**config.mk**
```make
export PLATFORM = sky130hd
export DESIGN_NAME = tcp_app_buf_tracker_flat
export DESIGN_NICKNAME = d
export VERILOG_FILES = /design/src/rtl/tcp_app_buf_tracker_if.sv /design/src/rtl/tcp_app_buf_tracker.sv /design/src/flat_wrapper.sv
export SDC_FILE = /design/constraint.sdc
export NUM_CORES = 1
export LEC_CHECK = 0
export CAP_MARGIN = 20
export CORE_MARGIN = 4
export CORE_UTILIZATION = 55
export CTS_CLUSTER_DIAMETER = 60
export CTS_CLUSTER_SIZE = 10
export DETAILED_ROUTE_END_ITERATION = 10
export DONT_BUFFER_PORTS = 1
export GPL_ROUTABILITY_DRIVEN = 0
export GPL_TIMING_DRIVEN = 0
export PLACE_DENSITY = 0.7
export REMOVE_ABC_BUFFERS = 1
export SLEW_MARGIN = 30
export SYNTH_ARGS = -nofsm -noshare
export SYNTH_HDL_FRONTEND = slang
export SYNTH_SLANG_ARGS = --single-unit
```
**constraint.sdc**
```tcl
create_clock -name clk -period 27.7 [get_ports clk]
set_input_delay 5.54 -clock clk [delete_from_list [all_inputs] [get_ports clk]]
set_output_delay 5.54 -clock clk [all_outputs]
set_load 0.005 [all_outputs]
```
**src/rtl/tcp_app_buf_tracker_if.sv**
```systemverilog
// tcp_app_buf_tracker_if
// Handshake bundle between the TCP RX engine, the application tiles and the
// buffer tracker.
//   commit_*  RX engine -> tracker : bytes written into a flow's ring
//   req_*     app       -> tracker : message request (flow, max length)
//   resp_*    tracker   -> app     : buffer descriptor (single entry)
//   adj_*     app       -> tracker : bytes consumed and released
// Modports: master = RX engine / application side, slave = tracker.
interface tcp_app_buf_tracker_if #(
    parameter int NUM_FLOWS = 8,
    parameter int BUF_W     = 12,
    parameter int PTR_W     = 32,
    parameter int IDX_W     = 8
);
    localparam int FLOWID_W = (NUM_FLOWS > 1) ? $clog2(NUM_FLOWS) : 1;

    logic                commit_val;
    logic                commit_rdy;
    logic [FLOWID_W-1:0] commit_flowid;
    logic [BUF_W:0]      commit_bytes;

    logic                req_val;
    logic                req_rdy;
    logic [FLOWID_W-1:0] req_flowid;
    logic [PTR_W:0]      req_len;

    logic                resp_val;
    logic                resp_rdy;
    logic [FLOWID_W-1:0] resp_flowid;
    logic [PTR_W-1:0]    resp_bufptr;
    logic [IDX_W:0]      resp_idx;
    logic [PTR_W:0]      resp_len;
    logic [PTR_W:0]      resp_cap;

    logic                adj_val;
    logic                adj_rdy;
    logic [FLOWID_W-1:0] adj_flowid;
    logic [PTR_W:0]      adj_bytes;

    modport master (
        output commit_val, commit_flowid, commit_bytes,
        input  commit_rdy,
        output req_val, req_flowid, req_len,
        input  req_rdy,
        input  resp_val, resp_flowid, resp_bufptr, resp_idx, resp_len, resp_cap,
        output resp_rdy,
        output adj_val, adj_flowid, adj_bytes,
        input  adj_rdy
    );

    modport slave (
        input  commit_val, commit_flowid, commit_bytes,
        output commit_rdy,
        input  req_val, req_flowid, req_len,
        output req_rdy,
        output resp_val, resp_flowid, resp_bufptr, resp_idx, resp_len, resp_cap,
        input  resp_rdy,
        input  adj_val, adj_flowid, adj_bytes,
        output adj_rdy
    );
endinterface

```
**src/rtl/tcp_app_buf_tracker.sv**
```systemverilog
// tcp_app_buf_tracker
// Per-flow receive ring tracker. Holds tail (committed), gnt (handed to the
// application) and head (released) pointers per flow, answers requests with
// buffer descriptors, parks requests on empty flows and serves them when data
// arrives, and flags overflowing commits and over-consuming adjusts.
// Ports:
//   clk, rst_n        clock, asynchronous active-low reset
//   bus (slave)       commit / req / resp / adj handshakes
//   err_overflow      one-cycle pulse, commit larger than free space
//   err_overconsume   one-cycle pulse, adjust larger than granted bytes
module tcp_app_buf_tracker #(
    parameter int          NUM_FLOWS = 8,
    parameter int          BUF_W     = 12,
    parameter int          PTR_W     = 32,
    parameter int          IDX_W     = 8,
    parameter logic [63:0] BASE_ADDR = 64'd0
) (
    input  logic                 clk,
    input  logic                 rst_n,
    tcp_app_buf_tracker_if.slave bus,
    output logic                 err_overflow,
    output logic                 err_overconsume
);
    localparam int FLOWID_W = (NUM_FLOWS > 1) ? $clog2(NUM_FLOWS) : 1;
    localparam int P_W      = BUF_W + 1;
    localparam int L_W      = PTR_W + 1;
    localparam logic [P_W-1:0] BUF_SIZE = {1'b1, {BUF_W{1'b0}}};

    logic [P_W-1:0]   tail_q     [NUM_FLOWS];
    logic [P_W-1:0]   gnt_q      [NUM_FLOWS];
    logic [P_W-1:0]   head_q     [NUM_FLOWS];
    logic [IDX_W:0]   idx_q      [NUM_FLOWS];
    logic             pend_q     [NUM_FLOWS];
    logic [L_W-1:0]   pend_len_q [NUM_FLOWS];

    // Lowest-numbered parked flow that now has ungranted data.
    logic                svc_hit;
    logic [FLOWID_W-1:0] svc_flow;

    always_comb begin
        svc_hit  = 1'b0;
        svc_flow = '0;
        for (int f = NUM_FLOWS - 1; f >= 0; f--) begin
            if (pend_q[f] && (tail_q[f] != gnt_q[f])) begin
                svc_hit  = 1'b1;
                svc_flow = FLOWID_W'(f);
            end
        end
    end

    logic resp_free;
    logic adj_fire, commit_fire, svc_fire, req_fire;

    assign resp_free   = !bus.resp_val || bus.resp_rdy;
    assign bus.adj_rdy    = 1'b1;
    assign bus.commit_rdy = !bus.adj_val;
    assign bus.req_rdy    = resp_free && !bus.adj_val && !bus.commit_val && !svc_hit;

    assign adj_fire    = bus.adj_val;
    assign commit_fire = bus.commit_val && !bus.adj_val;
    assign svc_fire    = svc_hit && resp_free && !bus.adj_val && !bus.commit_val;
    assign req_fire    = bus.req_val && bus.req_rdy;

    // Grant datapath, shared by pending-service and fresh requests. The grant
    // is clipped at the end of the ring so a descriptor is always contiguous.
    logic [FLOWID_W-1:0] g_flow;
    logic [L_W-1:0]      g_lim;
    logic [P_W-1:0]      g_ungr;
    logic [BUF_W-1:0]    g_off;
    logic [P_W-1:0]      g_to_end;
    logic [P_W-1:0]      g_cap;
    logic [P_W-1:0]      g_len;
    logic                grant_go;
    logic                park;

    always_comb begin
        g_flow   = svc_fire ? svc_flow : bus.req_flowid;
        g_lim    = svc_fire ? pend_len_q[svc_flow] : bus.req_len;
        g_ungr   = tail_q[g_flow] - gnt_q[g_flow];
        g_off    = gnt_q[g_flow][BUF_W-1:0];
        g_to_end = BUF_SIZE - {1'b0, g_off};
        g_cap    = (g_ungr < g_to_end) ? g_ungr : g_to_end;
        g_len    = (g_lim < L_W'(g_cap)) ? g_lim[P_W-1:0] : g_cap;
    end

    assign grant_go = svc_fire || (req_fire && (g_ungr != '0));
    assign park     = req_fire && (g_ungr == '0);

    logic [P_W-1:0] c_free;
    logic           commit_ok;
    logic [P_W-1:0] a_granted;
    logic           adj_ok;

    always_comb begin
        c_free    = BUF_SIZE - (tail_q[bus.commit_flowid] - head_q[bus.commit_flowid]);
        commit_ok = (bus.commit_bytes <= c_free);
        a_granted = gnt_q[bus.adj_flowid] - head_q[bus.adj_flowid];
        adj_ok    = (bus.adj_bytes <= L_W'(a_granted));
    end

    always_ff @(posedge clk or negedge rst_n) begin
        if (!rst_n) begin
            for (int f = 0; f < NUM_FLOWS; f++) begin
                tail_q[f]     <= '0;
                gnt_q[f]      <= '0;
                head_q[f]     <= '0;
                idx_q[f]      <= '0;
                pend_q[f]     <= 1'b0;
                pend_len_q[f] <= '0;
            end
            bus.resp_val    <= 1'b0;
            bus.resp_flowid <= '0;
            bus.resp_bufptr <= '0;
            bus.resp_idx    <= '0;
            bus.resp_len    <= '0;
            bus.resp_cap    <= '0;
            err_overflow    <= 1'b0;
            err_overconsume <= 1'b0;
        end else begin
            err_overflow    <= 1'b0;
            err_overconsume <= 1'b0;

            if (adj_fire) begin
                if (adj_ok) begin
                    head_q[bus.adj_flowid] <= head_q[bus.adj_flowid] + bus.adj_bytes[P_W-1:0];
                end else begin
                    err_overconsume <= 1'b1;
                end
            end

            if (commit_fire) begin
                if (commit_ok) begin
                    tail_q[bus.commit_flowid] <= tail_q[bus.commit_flowid] + bus.commit_bytes;
                end else begin
                    err_overflow <= 1'b1;
                end
            end

            if (park) begin
                pend_q[g_flow]     <= 1'b1;
                pend_len_q[g_flow] <= bus.req_len;
            end

            if (grant_go) begin
                bus.resp_val    <= 1'b1;
                bus.resp_flowid <= g_flow;
                bus.resp_bufptr <= PTR_W'(BASE_ADDR) + (PTR_W'(g_flow) << BUF_W) + PTR_W'(g_off);
                bus.resp_idx    <= idx_q[g_flow];
                bus.resp_len    <= L_W'(g_len);
                bus.resp_cap    <= L_W'(BUF_SIZE);
                gnt_q[g_flow]   <= gnt_q[g_flow] + g_len;
                idx_q[g_flow]   <= idx_q[g_flow] + (IDX_W + 1)'(1);
                if (svc_fire) begin
                    pend_q[g_flow] <= 1'b0;
                end
            end else if (bus.resp_rdy) begin
                bus.resp_val <= 1'b0;
            end
        end
    end
endmodule

```
**src/flat_wrapper.sv**
```systemverilog
// flat-port wrapper written by rule: the top's interface ports become plain ports
module tcp_app_buf_tracker_flat 
#(
    parameter int          NUM_FLOWS = 8,
    parameter int          BUF_W     = 12,
    parameter int          PTR_W     = 32,
    parameter int          IDX_W     = 8,
    parameter logic [63:0] BASE_ADDR = 64'd0
)
  (clk, rst_n, err_overflow, err_overconsume, bus_commit_val, bus_commit_flowid, bus_commit_bytes, bus_commit_rdy, bus_req_val, bus_req_flowid, bus_req_len, bus_req_rdy, bus_resp_val, bus_resp_flowid, bus_resp_bufptr, bus_resp_idx, bus_resp_len, bus_resp_cap, bus_resp_rdy, bus_adj_val, bus_adj_flowid, bus_adj_bytes, bus_adj_rdy);
  tcp_app_buf_tracker_if #(.NUM_FLOWS(NUM_FLOWS), .BUF_W(BUF_W), .PTR_W(PTR_W), .IDX_W(IDX_W)) bus_i ();
  input  logic clk;
  input  logic rst_n;
  output logic err_overflow;
  output logic err_overconsume;
  input wire logic [$bits(bus_i.commit_val)-1:0] bus_commit_val;
  input wire logic [$bits(bus_i.commit_flowid)-1:0] bus_commit_flowid;
  input wire logic [$bits(bus_i.commit_bytes)-1:0] bus_commit_bytes;
  output wire logic [$bits(bus_i.commit_rdy)-1:0] bus_commit_rdy;
  input wire logic [$bits(bus_i.req_val)-1:0] bus_req_val;
  input wire logic [$bits(bus_i.req_flowid)-1:0] bus_req_flowid;
  input wire logic [$bits(bus_i.req_len)-1:0] bus_req_len;
  output wire logic [$bits(bus_i.req_rdy)-1:0] bus_req_rdy;
  output wire logic [$bits(bus_i.resp_val)-1:0] bus_resp_val;
  output wire logic [$bits(bus_i.resp_flowid)-1:0] bus_resp_flowid;
  output wire logic [$bits(bus_i.resp_bufptr)-1:0] bus_resp_bufptr;
  output wire logic [$bits(bus_i.resp_idx)-1:0] bus_resp_idx;
  output wire logic [$bits(bus_i.resp_len)-1:0] bus_resp_len;
  output wire logic [$bits(bus_i.resp_cap)-1:0] bus_resp_cap;
  input wire logic [$bits(bus_i.resp_rdy)-1:0] bus_resp_rdy;
  input wire logic [$bits(bus_i.adj_val)-1:0] bus_adj_val;
  input wire logic [$bits(bus_i.adj_flowid)-1:0] bus_adj_flowid;
  input wire logic [$bits(bus_i.adj_bytes)-1:0] bus_adj_bytes;
  output wire logic [$bits(bus_i.adj_rdy)-1:0] bus_adj_rdy;
  assign bus_i.commit_val = bus_commit_val;
  assign bus_i.commit_flowid = bus_commit_flowid;
  assign bus_i.commit_bytes = bus_commit_bytes;
  assign bus_commit_rdy = bus_i.commit_rdy;
  assign bus_i.req_val = bus_req_val;
  assign bus_i.req_flowid = bus_req_flowid;
  assign bus_i.req_len = bus_req_len;
  assign bus_req_rdy = bus_i.req_rdy;
  assign bus_resp_val = bus_i.resp_val;
  assign bus_resp_flowid = bus_i.resp_flowid;
  assign bus_resp_bufptr = bus_i.resp_bufptr;
  assign bus_resp_idx = bus_i.resp_idx;
  assign bus_resp_len = bus_i.resp_len;
  assign bus_resp_cap = bus_i.resp_cap;
  assign bus_i.resp_rdy = bus_resp_rdy;
  assign bus_i.adj_val = bus_adj_val;
  assign bus_i.adj_flowid = bus_adj_flowid;
  assign bus_i.adj_bytes = bus_adj_bytes;
  assign bus_adj_rdy = bus_i.adj_rdy;
  tcp_app_buf_tracker #(.NUM_FLOWS(NUM_FLOWS), .BUF_W(BUF_W), .PTR_W(PTR_W), .IDX_W(IDX_W), .BASE_ADDR(BASE_ADDR)) u_core (.clk(clk), .rst_n(rst_n), .bus(bus_i), .err_overflow(err_overflow), .err_overconsume(err_overconsume));
endmodule
```
==> reports/metrics.yaml <==
drtPass1Iterations: 8
clkTransAtPathRegs_ns: 0.06
synth_area_um2: 38500
die_w_um: 273
async_flop_share_pct: 100
synth_common_cells: "dfrtp_1 (697), mux2_2 (514), a22oi_1 (229), mux2_1 (141), inv_1 (137)"
grt_pass1_vias: 30200
place_ws_ns: 8.47
maxCapViolations: 0
fp.dieH_um: 273
worst_pin_slew_ns: 1.07
initial_core_util_pct: 55.8
die-area_um2: 74400
path_buf_inv: 7
syn_inst: 3323
finalHoldViolations: 0
holdPathStages: 1
grt_max_degree: 698
fp-row-count: 96
cp_common_cell: "a21oi_1"
period_needed_ns: 18.90
p_sw_uw: 2530
yosysMostFrequentCell: "dfrtp_1"
post-route-period-util_pct: 68.2
viasPerCell: 6.73
rsz0062_at_grt: "no"
status: "completed"
hp-class: "flip-flop to flip-flop"
final.setup.tns_ns: 0
clock_latency_ns: 0.65
comb_power_share_pct: 54.5
grt_pass1_wl_um: 183000
drt_iter0_drc: 3284
synth_top_family_by_area: "multiplexers"
wl_um: 120000
design.core.area_um2: 69100
synth_top_area_cell: "dfrtp_1"
crit_arrival_ns: 19.48
ir_drop_mv: 0.151
numCtsBuffers: 82
whs_ns: 0.492
grt_overflow: 0
pwr-share-clk_pct: 18.4
worstSetupPathType: "primary input to flip-flop"
grtUsageTotal_pct: 32.0
hpwl_um: 84400
synth_compound_area_share_pct: 12.0
ys_warn_count: 0
yosysSeqAreaShare_pct: 45.2
fmax_mhz: 52.9
drc: 0
ff2ff_setup_slack_ns: 12.25
holdPathEnd: "u_core.idx_q[32]"
holdBufCountCts: 0
intPower_uw: 2800
end_kind: "flip-flop"
hp-start: "u_core.idx_q[32]"
antenna_found_initial: 6
relSlewSlack_pct: 28.2
cts_setup_buffers: 0
portBuffers: 0
finalSetupViolations: 0
fillers: 5353
cts_tree: "done"
ys_top_cells_by_area: "dfrtp_1 (45%), mux2_2 (15%), a22oi_1 (4.5%)"
clock_skew_ns: 0.0316
syn_to_final_growth_pct: 11.1
ios: 210
r2r-start: "u_core.gnt_q[103]"
synth_ff_type: "dfrtp_1"
p_leak_uw: 0.0202
synth_mux_area_share_pct: 22.0
synthAdderAreaFrac_pct: 4.73
r2r.worst_path.cells: 60
cts_resized: 0
cts.sinks: 697
clk_path_buf_depth: 3
worstPathRequired_ns: 28.28
drv_slew: 0
synth_top_area_share_pct: 45.2
synth-simple-area-share_pct: 7.17
critPathTopFamily: "compound AO/OA/AOI/OAI gates"
fin_nets: 3565
synth_cell_types: 93
layout-drive-gt1-share_pct: 23.7
root_buffer: "clkbuf_16"
synth_edf_count: 0
regToRegEndpoint: "u_core.gnt_q[90]"
h-tree-depth: 3
max_stage_delay_ns: 0.81
seqPwrFrac_pct: 27.1
avgSynthCellArea_um2: 11.6
vias: 28800
final.setup.worst_slack_ns: 8.80
avgRoutedWirePerCell_um: 28.1
switching_share_pct: 47.5
critPathSlowestCell: "o32a_2"
synthXorXnorAreaFrac_pct: 4.23
yosys_register_bits: 697
worstPathMaxFanout: 17
cp-start-kind: "primary input"
cellPowerDensity_nw_per_um2: 124
ant_nets: 0
[through the flow]
step	power (uW)	std cells	cell area [um^2]	util, %
floorplan	3200	3156	37500	-
global placement	4020	4087	38700	56.0
detailed placement	4220	4172	40400	58.5
CTS	5230	4271	42700	61.8
global route	5620	4275	42800	62.0
finish	5320	4279	42800	62.0
[logic make-up after synthesis]
group / after synthesis
flops: 697
simple gates: 518
other cells: 2
mux: 763
xor+xnor: 186
compound gates: 642
fa+ha+maj: 142
buf+inv: 373
[placed cells by master (no fill, tap or decap), types with 10 or more instances in the layout]
master,Yosys,final
mux2i_1,105,105
buf_4,78,35
nand2_2,3,11
clkbuf_16,0,82
nor2b_1,15,15
mux2_1,141,141
nor3_1,18,14
o21bai_1,20,19
xnor2_1,118,118
nand4_1,49,49
o22ai_1,28,28
inv_1,137,137
nor2_1,84,67
and2_1,32,32
mux2_2,514,514
and4_1,26,26
nor2_2,5,11
conb_1,2,70
nand2_1,133,123
o21ai_0,64,64
a221oi_1,21,21
a21oi_1,124,123
nor2_4,0,11
a22o_1,10,10
nand3_1,30,30
nand2b_1,15,15
nor4_1,66,65
a21o_1,26,26
dfrtp_1,697,697
a22oi_1,229,229
a211oi_1,39,38
ha_1,136,136
buf_16,0,33
xor2_1,68,68
[per-layer routing]
metal  GRT usage (%)  vias to the layer above  wire, um
met5               0                        -        50
met4            19.3                        6      8490
met3            8.67                      569     11600
li1                -                    12100         -
met2            51.5                     1658     55700
met1            38.7                    14400     44500
[worst max path at each step]
stage            startpoint  cells after the start  slack (ns)               end
2_1_floorplan   bus_adj_val                     58       11.08  u_core.gnt_q[64]
3_3_place_gp   bus_resp_rdy                     54        6.30  u_core.gnt_q[77]
3_5_place_dp   bus_resp_rdy                     61        8.47  u_core.gnt_q[12]
4_1_cts        bus_resp_rdy                     61        9.12  u_core.gnt_q[12]
5_1_grt        bus_resp_rdy                     61        8.19  u_core.gnt_q[25]
6_report       bus_resp_rdy                     57        8.80  u_core.gnt_q[90]
[area by class of cell]
type                    count  area (um^2)  share of cell area, %
inverters                 138          518                   1.21
diodes                      4         10.0                 0.0234
well taps                 931         1160                   2.72
flip-flops and latches    697        17400                   40.7
repair buffers             89         1430                   3.34
clock buffers              86         2090                   4.87
clock inverters            13          251                  0.587
multi-input cells        2321        19900                   46.5
[state kept, by name, indices dropped and copies added (netlist names), 3 cells and up]
signal                  flops
u_core.idx_q               72
u_core.bus.resp_bufptr     12
u_core.tail_q             104
u_core.bus.resp_len        13
u_core.bus.resp_idx         9
u_core.head_q             104
u_core.gnt_q              104
u_core.pend_len_q         264
u_core.pend_q               8
u_core.bus.resp_flowid      3
[worst register-to-register path: cells and delay by family, from the launching register on]
kind | cells | cell delay, ns
AOI/OAI and AO/OA | 33 | 8.72
and+or+nand+nor | 11 | 2.03
adders and majority gates | 4 | 1.53
buffers and inverters | 8 | 1.35
xor gates and xnor gates | 3 | 1.04
DFF | 1 | 0.45
muxes | 1 | 0.30
[power groups by stage]
stage	logic, uW	clock network, uW	registers, uW
floorplan	1830	0	1370
global placement	2590	0	1430
detailed placement	2780	0	1450
CTS	2810	990	1430
global route	3120	1030	1460
finish	2900	980	1440
Note: power is estimated with default switching activity, not from simulation.
